### config.mk
export PLATFORM = sky130hd
export DESIGN_NAME = wb_write_buffer
export DESIGN_NICKNAME = d
export VERILOG_FILES = /design/src/rtl/wb_pkg.sv /design/src/rtl/wb_match.sv /design/src/rtl/wb_write_buffer.sv
export SDC_FILE = /design/constraint.sdc
export NUM_CORES = 1
export LEC_CHECK = 0
export CORE_ASPECT_RATIO = 1.2
export CORE_MARGIN = 10
export CORE_UTILIZATION = 50
export DETAILED_ROUTE_END_ITERATION = 8
export MAX_ROUTING_LAYER = met4
export PLACE_DENSITY = 0.71
export SETUP_SLACK_MARGIN = 0.4
export SLEW_MARGIN = 10
export SYNTH_ARGS = -nofsm -noshare
export SYNTH_HDL_FRONTEND = slang
export SYNTH_HIERARCHICAL = 1
export SYNTH_SLANG_ARGS = --single-unit
### constraint.sdc
create_clock -name clk -period 4.9 [get_ports clk]
set_input_delay 1.225 -clock clk [delete_from_list [all_inputs] [get_ports clk]]
set_output_delay 1.225 -clock clk [all_outputs]
set_load 0.01 [all_outputs]
### src/rtl/wb_pkg.sv
// Shared widths and the entry record for the register-file write-back buffer.
package wb_pkg;
    localparam int DATA_W = 16;
    localparam int REG_W  = 4;

    typedef struct packed {
        logic              valid;
        logic [REG_W-1:0]  reg_idx;
        logic [DATA_W-1:0] data;
    } wb_entry_t;
endpackage

### src/rtl/wb_match.sv
// CAM lookup over the buffer entries; the youngest valid match (closest to tail) wins.
module wb_match
    import wb_pkg::*;
#(
    parameter int DEPTH = 4,
    parameter int PTR_W = $clog2(DEPTH)
) (
    input  wb_entry_t [DEPTH-1:0] entries,
    input  logic [PTR_W-1:0]      tail,
    input  logic [REG_W-1:0]      src_reg,
    output logic                  hit,
    output logic [DATA_W-1:0]     data
);

    logic [PTR_W-1:0] idx;

    // Walk from oldest slot to youngest so later (younger) matches overwrite earlier ones.
    always_comb begin
        hit  = 1'b0;
        data = '0;
        idx  = '0;
        for (int age = DEPTH; age >= 1; age--) begin
            idx = tail - PTR_W'(age);
            if (entries[idx].valid && (entries[idx].reg_idx == src_reg) && (src_reg != '0)) begin
                hit  = 1'b1;
                data = entries[idx].data;
            end
        end
    end

endmodule

### src/rtl/wb_write_buffer.sv
// In-order write-back queue in front of the register-file write port with read bypass.
// Optional macro WB_COALESCE_EN merges a push into the youngest entry when registers match.
module wb_write_buffer
    import wb_pkg::*;
#(
    parameter int DEPTH = 4
) (
    input  logic                    clk,
    input  logic                    rst,
    input  logic                    in_valid,
    output logic                    in_ready,
    input  logic [REG_W-1:0]        in_reg,
    input  logic [DATA_W-1:0]       in_data,
    input  logic                    rf_stall,
    output logic                    rf_we,
    output logic [REG_W-1:0]        rf_wreg,
    output logic [DATA_W-1:0]       rf_wdata,
    input  logic [REG_W-1:0]        src_reg1,
    input  logic [REG_W-1:0]        src_reg2,
    output logic                    hit1,
    output logic                    hit2,
    output logic [DATA_W-1:0]       byp_data1,
    output logic [DATA_W-1:0]       byp_data2,
    output logic [$clog2(DEPTH):0]  count,
    output logic                    full,
    output logic                    empty
);

    localparam int PTR_W = $clog2(DEPTH);
    localparam int CNT_W = PTR_W + 1;
    localparam logic [CNT_W-1:0] DEPTH_CNT = CNT_W'(DEPTH);

    wb_entry_t [DEPTH-1:0] entries_q, entries_d;
    logic [PTR_W-1:0]      head_q, head_d;
    logic [PTR_W-1:0]      tail_q, tail_d;
    logic [CNT_W-1:0]      count_q, count_d;

    logic pop;
    logic push_fire;
    logic alloc;
    logic coalesce;

`ifdef WB_COALESCE_EN
    logic [PTR_W-1:0] youngest;
    logic             tail_match;
    logic             pop_youngest;
`endif

    always_comb begin
        full     = (count_q == DEPTH_CNT);
        empty    = (count_q == '0);
        pop      = ~empty & ~rf_stall;
        rf_we    = pop;
        rf_wreg  = empty ? '0 : entries_q[head_q].reg_idx;
        rf_wdata = empty ? '0 : entries_q[head_q].data;
`ifdef WB_COALESCE_EN
        // A merge into the head is unsafe on the edge that head is written out.
        youngest     = tail_q - PTR_W'(1);
        tail_match   = ~empty & (entries_q[youngest].reg_idx == in_reg) & (in_reg != '0);
        pop_youngest = pop & (count_q == CNT_W'(1));
        in_ready     = ~full | (in_valid & tail_match & ~pop_youngest);
        push_fire    = in_valid & in_ready;
        coalesce     = push_fire & tail_match & ~pop_youngest;
`else
        in_ready     = ~full;
        push_fire    = in_valid & in_ready;
        coalesce     = 1'b0;
`endif
        alloc    = push_fire & (in_reg != '0) & ~coalesce;
    end

    always_comb begin
        entries_d = entries_q;
        head_d    = head_q;
        tail_d    = tail_q;
        count_d   = count_q;
        if (pop) begin
            entries_d[head_q].valid = 1'b0;
            head_d                  = head_q + PTR_W'(1);
        end
        if (alloc) begin
            entries_d[tail_q].valid   = 1'b1;
            entries_d[tail_q].reg_idx = in_reg;
            entries_d[tail_q].data    = in_data;
            tail_d                    = tail_q + PTR_W'(1);
        end
`ifdef WB_COALESCE_EN
        if (coalesce) begin
            entries_d[youngest].data = in_data;
        end
`endif
        case ({alloc, pop})
            2'b10:   count_d = count_q + CNT_W'(1);
            2'b01:   count_d = count_q - CNT_W'(1);
            default: count_d = count_q;
        endcase
    end

    always_ff @(posedge clk or negedge rst) begin
        if (!rst) begin
            entries_q <= '0;
            head_q    <= '0;
            tail_q    <= '0;
            count_q   <= '0;
        end else begin
            entries_q <= entries_d;
            head_q    <= head_d;
            tail_q    <= tail_d;
            count_q   <= count_d;
        end
    end

    assign count = count_q;

    wb_match #(.DEPTH(DEPTH), .PTR_W(PTR_W)) u_match1 (
        .entries (entries_q),
        .tail    (tail_q),
        .src_reg (src_reg1),
        .hit     (hit1),
        .data    (byp_data1)
    );

    wb_match #(.DEPTH(DEPTH), .PTR_W(PTR_W)) u_match2 (
        .entries (entries_q),
        .tail    (tail_q),
        .src_reg (src_reg2),
        .hit     (hit2),
        .data    (byp_data2)
    );

endmodule

==> metrics.cfg, run 1 <==
[placement]
place_area_um2=12300
hpwl_um=25000
pre_cts_ws_ns=-0.462
gp_congestion=0.964
dp_cells=1375
io_buffers=92

[sta]
max_freq_mhz=220
period_share_pct=92.6
maxSlewHeadroom_pct=32.1
worst_clock_skew_ns=0.00804
min_period_ns=4.54
fin_ws_ns=0.365
drv_slew=0
worst_pin_slew_ns=1.02
finalHoldViolations=0
grt_setup_unrepaired=true
finalSetupViolCount=0

[critical_path]
crit_required_ns=3.67
startpoint_type=input pin
cp_slowest_cell=a2111oi_4
crit_path_end_kind=primary output
crit_type=in2out
cp_data_arrival_time_ns=3.31
path_max_fanout=8
crit_chain=buf_8 -> buf_6 -> buf_8 -> xnor2_2 -> a22o_1 -> nand3_2 -> buf_6 -> a2111oi_4 -> buf_4 -> buf_12 -> a221oi_2 -> o32a_1 -> buf_2
startpoint=src_reg2[0]
cpPeakStageDelay_ns=0.32
r2r-start=count[0]$_DFFE_PN0P_

[pwr]
intPower_mw=6.09
seq_power_share_pct=17.0
powerDensity_nw_per_um2=818
p_total_mw=11.7
p_switching_mw=5.65
swShare_pct=48.1
pwr-share-comb_pct=76.9
vdd_drop_max_mv=0.590
clkPwrFrac_pct=6.2
power.leakage_nw=5.81

[logic_synthesis]
synth-adder-area-share_pct=1.23
synth_edf_count=0
synth_area_leaders=dfrtp_1 (21%), mux2_4 (11%), mux2i_1 (9.1%)
ys_warn_count=6
synth_mux_area_share_pct=31.8
synth_ff_type=dfrtp_1
synth_top_family_by_area=multiplexers
synth-seq-area-share_pct=21.2
synth-compound-area-share_pct=23.3
yosys.area_share.simple_pct=10.6
syn_inst=1027
async_flop_share_pct=100
avgSynthCellArea_um2=10.5
syn_nets=1069
ys_ff_latch=91
synth_xor_area_share_pct=4.16
yosys.area.top_type=dfrtp_1
ys_types=58
syn_area_um2=10700
synth_top_area_share_pct=21.2

[status]
status=complete, no violations

[cts]
cts.sinks=91
path_clk_slew_ns=0.07
clk_latency_ns=0.35
cts_buffers=9
clock_path_buffers=2
htreeDepth=3
cts_hold_buf=0
cts_tree=done
ctsRootBufferMaster=clkbuf_16

[global_route]
grt_max_degree=77
grt_usage_pct=25.8
grt_pass1_wl_um=56800
grt_pass1_vias=9948
antenna_found_initial=0
grt_overflow_total=0

[final_layout]
syn_to_final_growth_pct=33.5
n_antenna_cell=0
fin_area_um2=14400
drive_gt1_share_pct=45.9
stdcell_count=1452
fin_nets=1219
utilization_pct=68.2

[drt]
wl_met2_um=19600
dr.max_layer_used=met4
wl_met1_um=14200
viasPerCell=6.86
postRouteAntennaNets=0
vias=9958
wl_per_cell_um=26.3
drt_iter0_drc=865
route.met3.wl_um=2270
dr.pass1.iters=5
drc=0
drt-total-wl_um=38100

[die]
core-area_um2=21000
die_area_um2=27800
die_x_um=154
ios=93
die_h_um=181
rows=58
start_util_pct=51.1

[hold_path]
hold_start=count[2]$_DFFE_PN0P_
min_path_type=reg2reg

[flow_run]
drv_cap=0

[critical path: cells and delay by family]
family / cells / cell delay (ns)
buf+inv: 7 / 1.03
simple gates: 1 / 0.11
xor+xnor: 1 / 0.13
compound gates: 4 / 0.82
[cell usage after synthesis, types with 6 or more instances]
library cell and n:
mux2i_1 98, dfrtp_1 91, mux2_4 76, nor2_1 76, mux2_2 69, a211oi_1 64, a221oi_1 64, clkbuf_1 40
buf_2 37, nand2_1 37, xnor2_1 35, o32a_1 34, nor3_1 33, a2bb2oi_1 32, a2111oi_2 30, nor2b_1 23
mux4_2 22, xor2_1 16, inv_1 15, buf_6 14, buf_4 11, ha_1 9, nand3_1 9, buf_12 8
and2_1 6, o21ai_0 6
[routing by layer]
metal	GRT usage (%)	up-vias
met2	45.2	552
met1	28.4	4895
li1	-	4350
met3	3.82	161
met5	-	-
met4	11.0	0
[path summary, 6_finish.rpt]
check                                             to  slack, ns  cells after the start
hold reg to reg                 count[2]$_DFFE_PN0P_       0.55                      1
setup / recovery                        byp_data2[5]       0.36                     13
max in group asynchronous  entries_q[13]$_DFFE_PN0P_       3.10                      2
setup reg to reg                count[2]$_DFFE_PN0P_       2.40                      9
min in group asynchronous  entries_q[74]$_DFFE_PN0P_       1.02                      1
hold / removal                  count[2]$_DFFE_PN0P_       0.55                      1
[final cells by class]
cell class / instances / area (um2)
inverter: 15 / 56.3
multi-input combinational: 806 / 8630
clock inverter: 6 / 71.3
sequential: 91 / 2280
fill: 1582 / 6690
clock buffer: 10 / 239
tap: 270 / 338
timing repair buffer: 254 / 2730
[per-stage QoR]
stage | hold WS, ns | TNS (ns)
final | 0.550 | 0
after floorplan | 0.503 | 0
after CTS | 0.557 | 0
after global routing | 0.590 | 0
after global placement | 0.542 | -12.37
after detailed placement | 0.545 | -13.66
[power groups by stage]
stage          sequential, mW  clock [mW]  combinational [mW]
2_1_floorplan            1.57           0                5.42
3_3_place_gp             1.99           0                7.46
3_5_place_dp             2.01           0                7.55
4_1_cts                  1.99       0.723                8.33
5_1_grt                  2.04       0.754                9.49
6_report                 1.99       0.723                9.02
[registers in the layout, summed over array words and instances (netlist names)]
signal and count:
count 3, entries_q 84, head_q 2, tail_q 2
[timing repair]
action | 4_1_cts | 5_1_grt
gates resized for setup | 267 | 85
pin swaps | 66 | 44
gates cloned | 11 | 4
buffers inserted | 34 | 12
endpoints found under the setup margin | 34 | 34
endpoints found under the hold margin | 0 | 0
[cells by family after synthesis]
group / after synthesis
compound gates: 263
xor+xnor: 51
fa+ha+maj: 10
buf+inv: 130
flops: 91
mux: 267
simple gates: 215
[cells in the final DEF, fill, tap and decap left out, drive strengths merged, types with 2 or more instances in the layout]
| cell | synthesis | layout |
|---|---|---|
| a2111oi | 36 | 36 |
| a211oi | 64 | 64 |
| a21boi | 2 | 2 |
| a21o | 2 | 2 |
| a21oi | 4 | 4 |
| a221oi | 64 | 64 |
| a22o | 4 | 4 |
| a22oi | 2 | 2 |
| a2bb2oi | 32 | 32 |
| a31oi | 2 | 2 |
| a32oi | 2 | 2 |
| and2 | 7 | 7 |
| and4 | 2 | 2 |
| buf | 75 | 196 |
| bufbuf | 0 | 3 |
| clkbuf | 40 | 16 |
| clkdlybuf4s50 | 0 | 49 |
| dfrtp | 91 | 91 |
| ha | 9 | 9 |
| inv | 15 | 18 |
| mux2 | 147 | 147 |
| mux2i | 98 | 98 |
| mux4 | 22 | 22 |
| nand2 | 37 | 37 |
| nand3 | 13 | 13 |
| nand4 | 2 | 2 |
| nor2 | 76 | 76 |
| nor2b | 23 | 23 |
| nor3 | 35 | 35 |
| nor4 | 8 | 8 |
| o21a | 2 | 2 |
| o21ai | 8 | 8 |
| o31ai | 4 | 4 |
| o32a | 34 | 34 |
| or3 | 6 | 6 |
| or4 | 4 | 4 |
| xnor2 | 35 | 35 |
| xor2 | 16 | 16 |
(Power assumes the default switching activity.)
==> run 2: changes to the inputs <==
--- a/config.mk
+++ b/config.mk
@@ -5,12 +5,14 @@
 export SDC_FILE = /design/constraint.sdc
 export NUM_CORES = 1
 export LEC_CHECK = 0
+export CAP_MARGIN = 20
 export CORE_ASPECT_RATIO = 1.2
 export CORE_MARGIN = 10
 export CORE_UTILIZATION = 50
+export CTS_CLUSTER_DIAMETER = 60
 export DETAILED_ROUTE_END_ITERATION = 8
 export MAX_ROUTING_LAYER = met4
-export PLACE_DENSITY = 0.71
+export PLACE_DENSITY = 0.73
 export SETUP_SLACK_MARGIN = 0.4
 export SLEW_MARGIN = 10
 export SYNTH_ARGS = -nofsm -noshare
==> constraint.sdc (replaced) <==
create_clock -name clk -period 4.1 [get_ports clk]
set_input_delay 1.025 -clock clk [delete_from_list [all_inputs] [get_ports clk]]
set_output_delay 1.025 -clock clk [all_outputs]
set_load 0.01 [all_outputs]
==> metrics.cfg, run 2 (synthesis results as in run 1) <==
[critical_path]
crit_chain=buf_6 -> buf_6 -> xnor2_2 -> a22oi_2 -> or3_4 -> buf_6 -> a2111oi_4 -> buf_4 -> buf_12 -> a221oi_1 -> o32a_1 -> buf_2  ; was buf_8 -> buf_6 -> buf_8 -> xnor2_2 -> a22o_1 -> nand3_2 -> buf_6 -> a2111oi_4 -> buf_4 -> buf_12 -> a221oi_2 -> o32a_1 -> buf_2
crit_path_end_kind=primary output  ; unchanged
crit_type=in2out  ; unchanged
cpPeakStageDelay_ns=0.41  ; was 0.32 ns
crit_buf_inv=6  ; was 7
critPathTopFamily=buffers and inverters  ; unchanged
cp_data_arrival_time_ns=3.19  ; was 3.31 ns
path_max_fanout=8  ; unchanged
cpMostUsedCell=buf_6
crit_required_ns=3.07  ; was 3.67 ns
cp_slowest_cell=a2111oi_4  ; unchanged
startpoint_type=input pin  ; unchanged

[global_route]
use_met1_pct=31.0  ; was 28.4%
grt_util_met3_pct=4.51  ; was 3.82%
top_usage_layer=met2  ; unchanged
antenna_found_initial=0  ; unchanged
met2_usage_pct=47.5  ; was 45.2%
grt_overflow_total=0  ; unchanged
grt_pass1_vias=10642  ; was 9948
grt_pass1_wl_um=61600  ; was 56800 um
grt_usage_pct=28.0  ; was 25.8%
grt_max_degree=70  ; was 77

[die]
die_x_um=154  ; unchanged
ios=93  ; unchanged
die_area_um2=27800  ; unchanged
rows=58  ; unchanged
core-area_um2=21000  ; unchanged
die_h_um=181  ; unchanged
start_util_pct=51.1  ; unchanged

[final_layout]
regMostFlops=entries_q  ; unchanged
utilization_pct=69.5  ; was 68.2%
n_antenna_cell=0  ; unchanged
final_cell_mix=buf_4 (130), mux2i_1 (90), dfrtp_1 (89)  ; was mux2i_1 (98), buf_4 (96), dfrtp_1 (89)
syn_to_final_growth_pct=36.1  ; was 33.5%
largest_reg_flops=84  ; unchanged
stdcell_count=1501  ; was 1452
final_common_cell=buf_4  ; was mux2i_1
multiInputGateArea_um2=8620  ; was 8630 um2
drive_gt1_share_pct=47.5  ; was 45.9%
fillers=1481  ; was 1582
register_area_um2=2280  ; unchanged
fin_nets=1268  ; was 1219

[sta]
min_period_ns=4.22
grt_setup_unrepaired=true  ; unchanged
period_share_pct=103
finalHoldViolations=0  ; unchanged
max_freq_mhz=237
worst_clock_skew_ns=0.00943  ; was 0.00804 ns
fin_ws_ns=-0.118  ; was 0.365 ns
drv_slew=0  ; unchanged
worst_pin_slew_ns=0.886  ; was 1.02 ns
finalSetupViolCount=30  ; was 0
maxSlewHeadroom_pct=41.0  ; was 32.1%
holdWs_ns=0.540  ; was 0.550 ns

[cts]
cts_buffers=9  ; unchanged
clock_path_buffers=2  ; unchanged
cts.sinks=91  ; unchanged
ctsRootBufferMaster=clkbuf_16  ; unchanged
htreeDepth=3  ; unchanged
clk_latency_ns=0.35  ; about the same
cts_tree=done  ; unchanged
path_clk_slew_ns=0.07  ; about the same

[pwr]
p_total_mw=14.6  ; was 11.7 mW
power.leakage_nw=5.96  ; was 5.81 nW
powerDensity_nw_per_um2=998  ; was 818 nW/um2
vdd_drop_max_mv=0.737  ; was 0.590 mV

[drt]
vias=10554  ; was 9958
wl_per_cell_um=27.2  ; was 26.3 um
drt_iter0_drc=1309  ; was 865
drt-total-wl_um=40800  ; was 38100 um
drc=0  ; unchanged
dr.pass1.iters=8  ; was 5
viasPerCell=7.03  ; was 6.86
postRouteAntennaNets=0  ; unchanged

[placement]
hpwl_um=26300  ; was 25000 um
pre_cts_ws_ns=-0.844  ; was -0.462 ns
gp_congestion=0.976  ; was 0.964
io_buffers=92  ; unchanged
dp_cells=1415  ; was 1375

[status]
violations=negative setup slack
status=finished, violations left  ; was complete, no violations

[flow_run]
drv_cap=0  ; unchanged

[hold_path]
min_path_type=reg2reg  ; unchanged

-- run 2: routing by layer --
metal  share of wire (%)  up-vias
li1                    -     4478
met1                  35     5146
met2                  50      707
met3                 8.0      223
met4                 6.2        0
met5                   0        -
-- run 2: worst register-to-register path: stages (launching register included) --
cell	delay, ns
dfrtp_1	0.45
or3b_1	0.62
and2_2	0.30
inv_1	0.06
ha_1	0.18
inv_1	0.06
fa_1	0.37
xor2_1	0.15
nor2_1	0.11
xor2_1	0.15
-- run 2: layout make-up --
cell class	instances	share of cell area [%]
clock buffer	11	1.66
clock inverter	5	0.419
inverter	15	0.385
multi-input combinational	808	58.9
sequential	91	15.6
tap	270	2.31
timing repair buffer	301	20.7
-- run 2: what timing repair did --
action                     4_1_cts  5_1_grt
pin swaps                       55       29
resized for setup              273       46
hold endpoints to repair         0        0
gates cloned                     7        3
hold buffers                     0        0
setup endpoints to repair       34       34
setup buffers                   49       11
-- run 2: through the flow --
step / area [um2] / setup TNS [ns]
floorplan: 11200 / 0
global placement: 12900 / -24.43
detailed placement: 12900 / -25.11
CTS: 14200 / -2.08
global route: 14600 / -4.58
finish: 14600 / -1.64
-- run 2: power by group --
group          internal (mW)  total [mW]  switching, mW
combinational           5.70        11.4           5.66
sequential              1.37        2.37           1.01
clock                  0.493       0.857          0.365
-- run 2: path summary, 6_finish.rpt --
path | slack [ns] | end | depth (start not counted) | start
setup / recovery | -0.12 | byp_data2[13] | 12 | src_reg2[0]
max in group asynchronous | 2.44 | entries_q[36]$_DFFE_PN0P_ | 2 | rst
min in group asynchronous | 0.81 | entries_q[31]$_DFFE_PN0P_ | 1 | rst
setup reg to reg | 1.58 | count[2]$_DFFE_PN0P_ | 9 | count[0]$_DFFE_PN0P_
hold / removal | 0.54 | count[2]$_DFFE_PN0P_ | 1 | count[2]$_DFFE_PN0P_
hold reg to reg | 0.54 | count[2]$_DFFE_PN0P_ | 1 | count[2]$_DFFE_PN0P_
==> run 3: changes to the inputs <==
--- a/config.mk
+++ b/config.mk
@@ -5,7 +5,8 @@
 export SDC_FILE = /design/constraint.sdc
 export NUM_CORES = 1
 export LEC_CHECK = 0
-export CAP_MARGIN = 20
+export ABC_CLOCK_PERIOD_IN_PS = 4100
+export CAP_MARGIN = 5
 export CORE_ASPECT_RATIO = 1.2
 export CORE_MARGIN = 10
 export CORE_UTILIZATION = 50
==> results of run 3 <==
No change in the layout: final DEF, timing and power equal those of run 2.
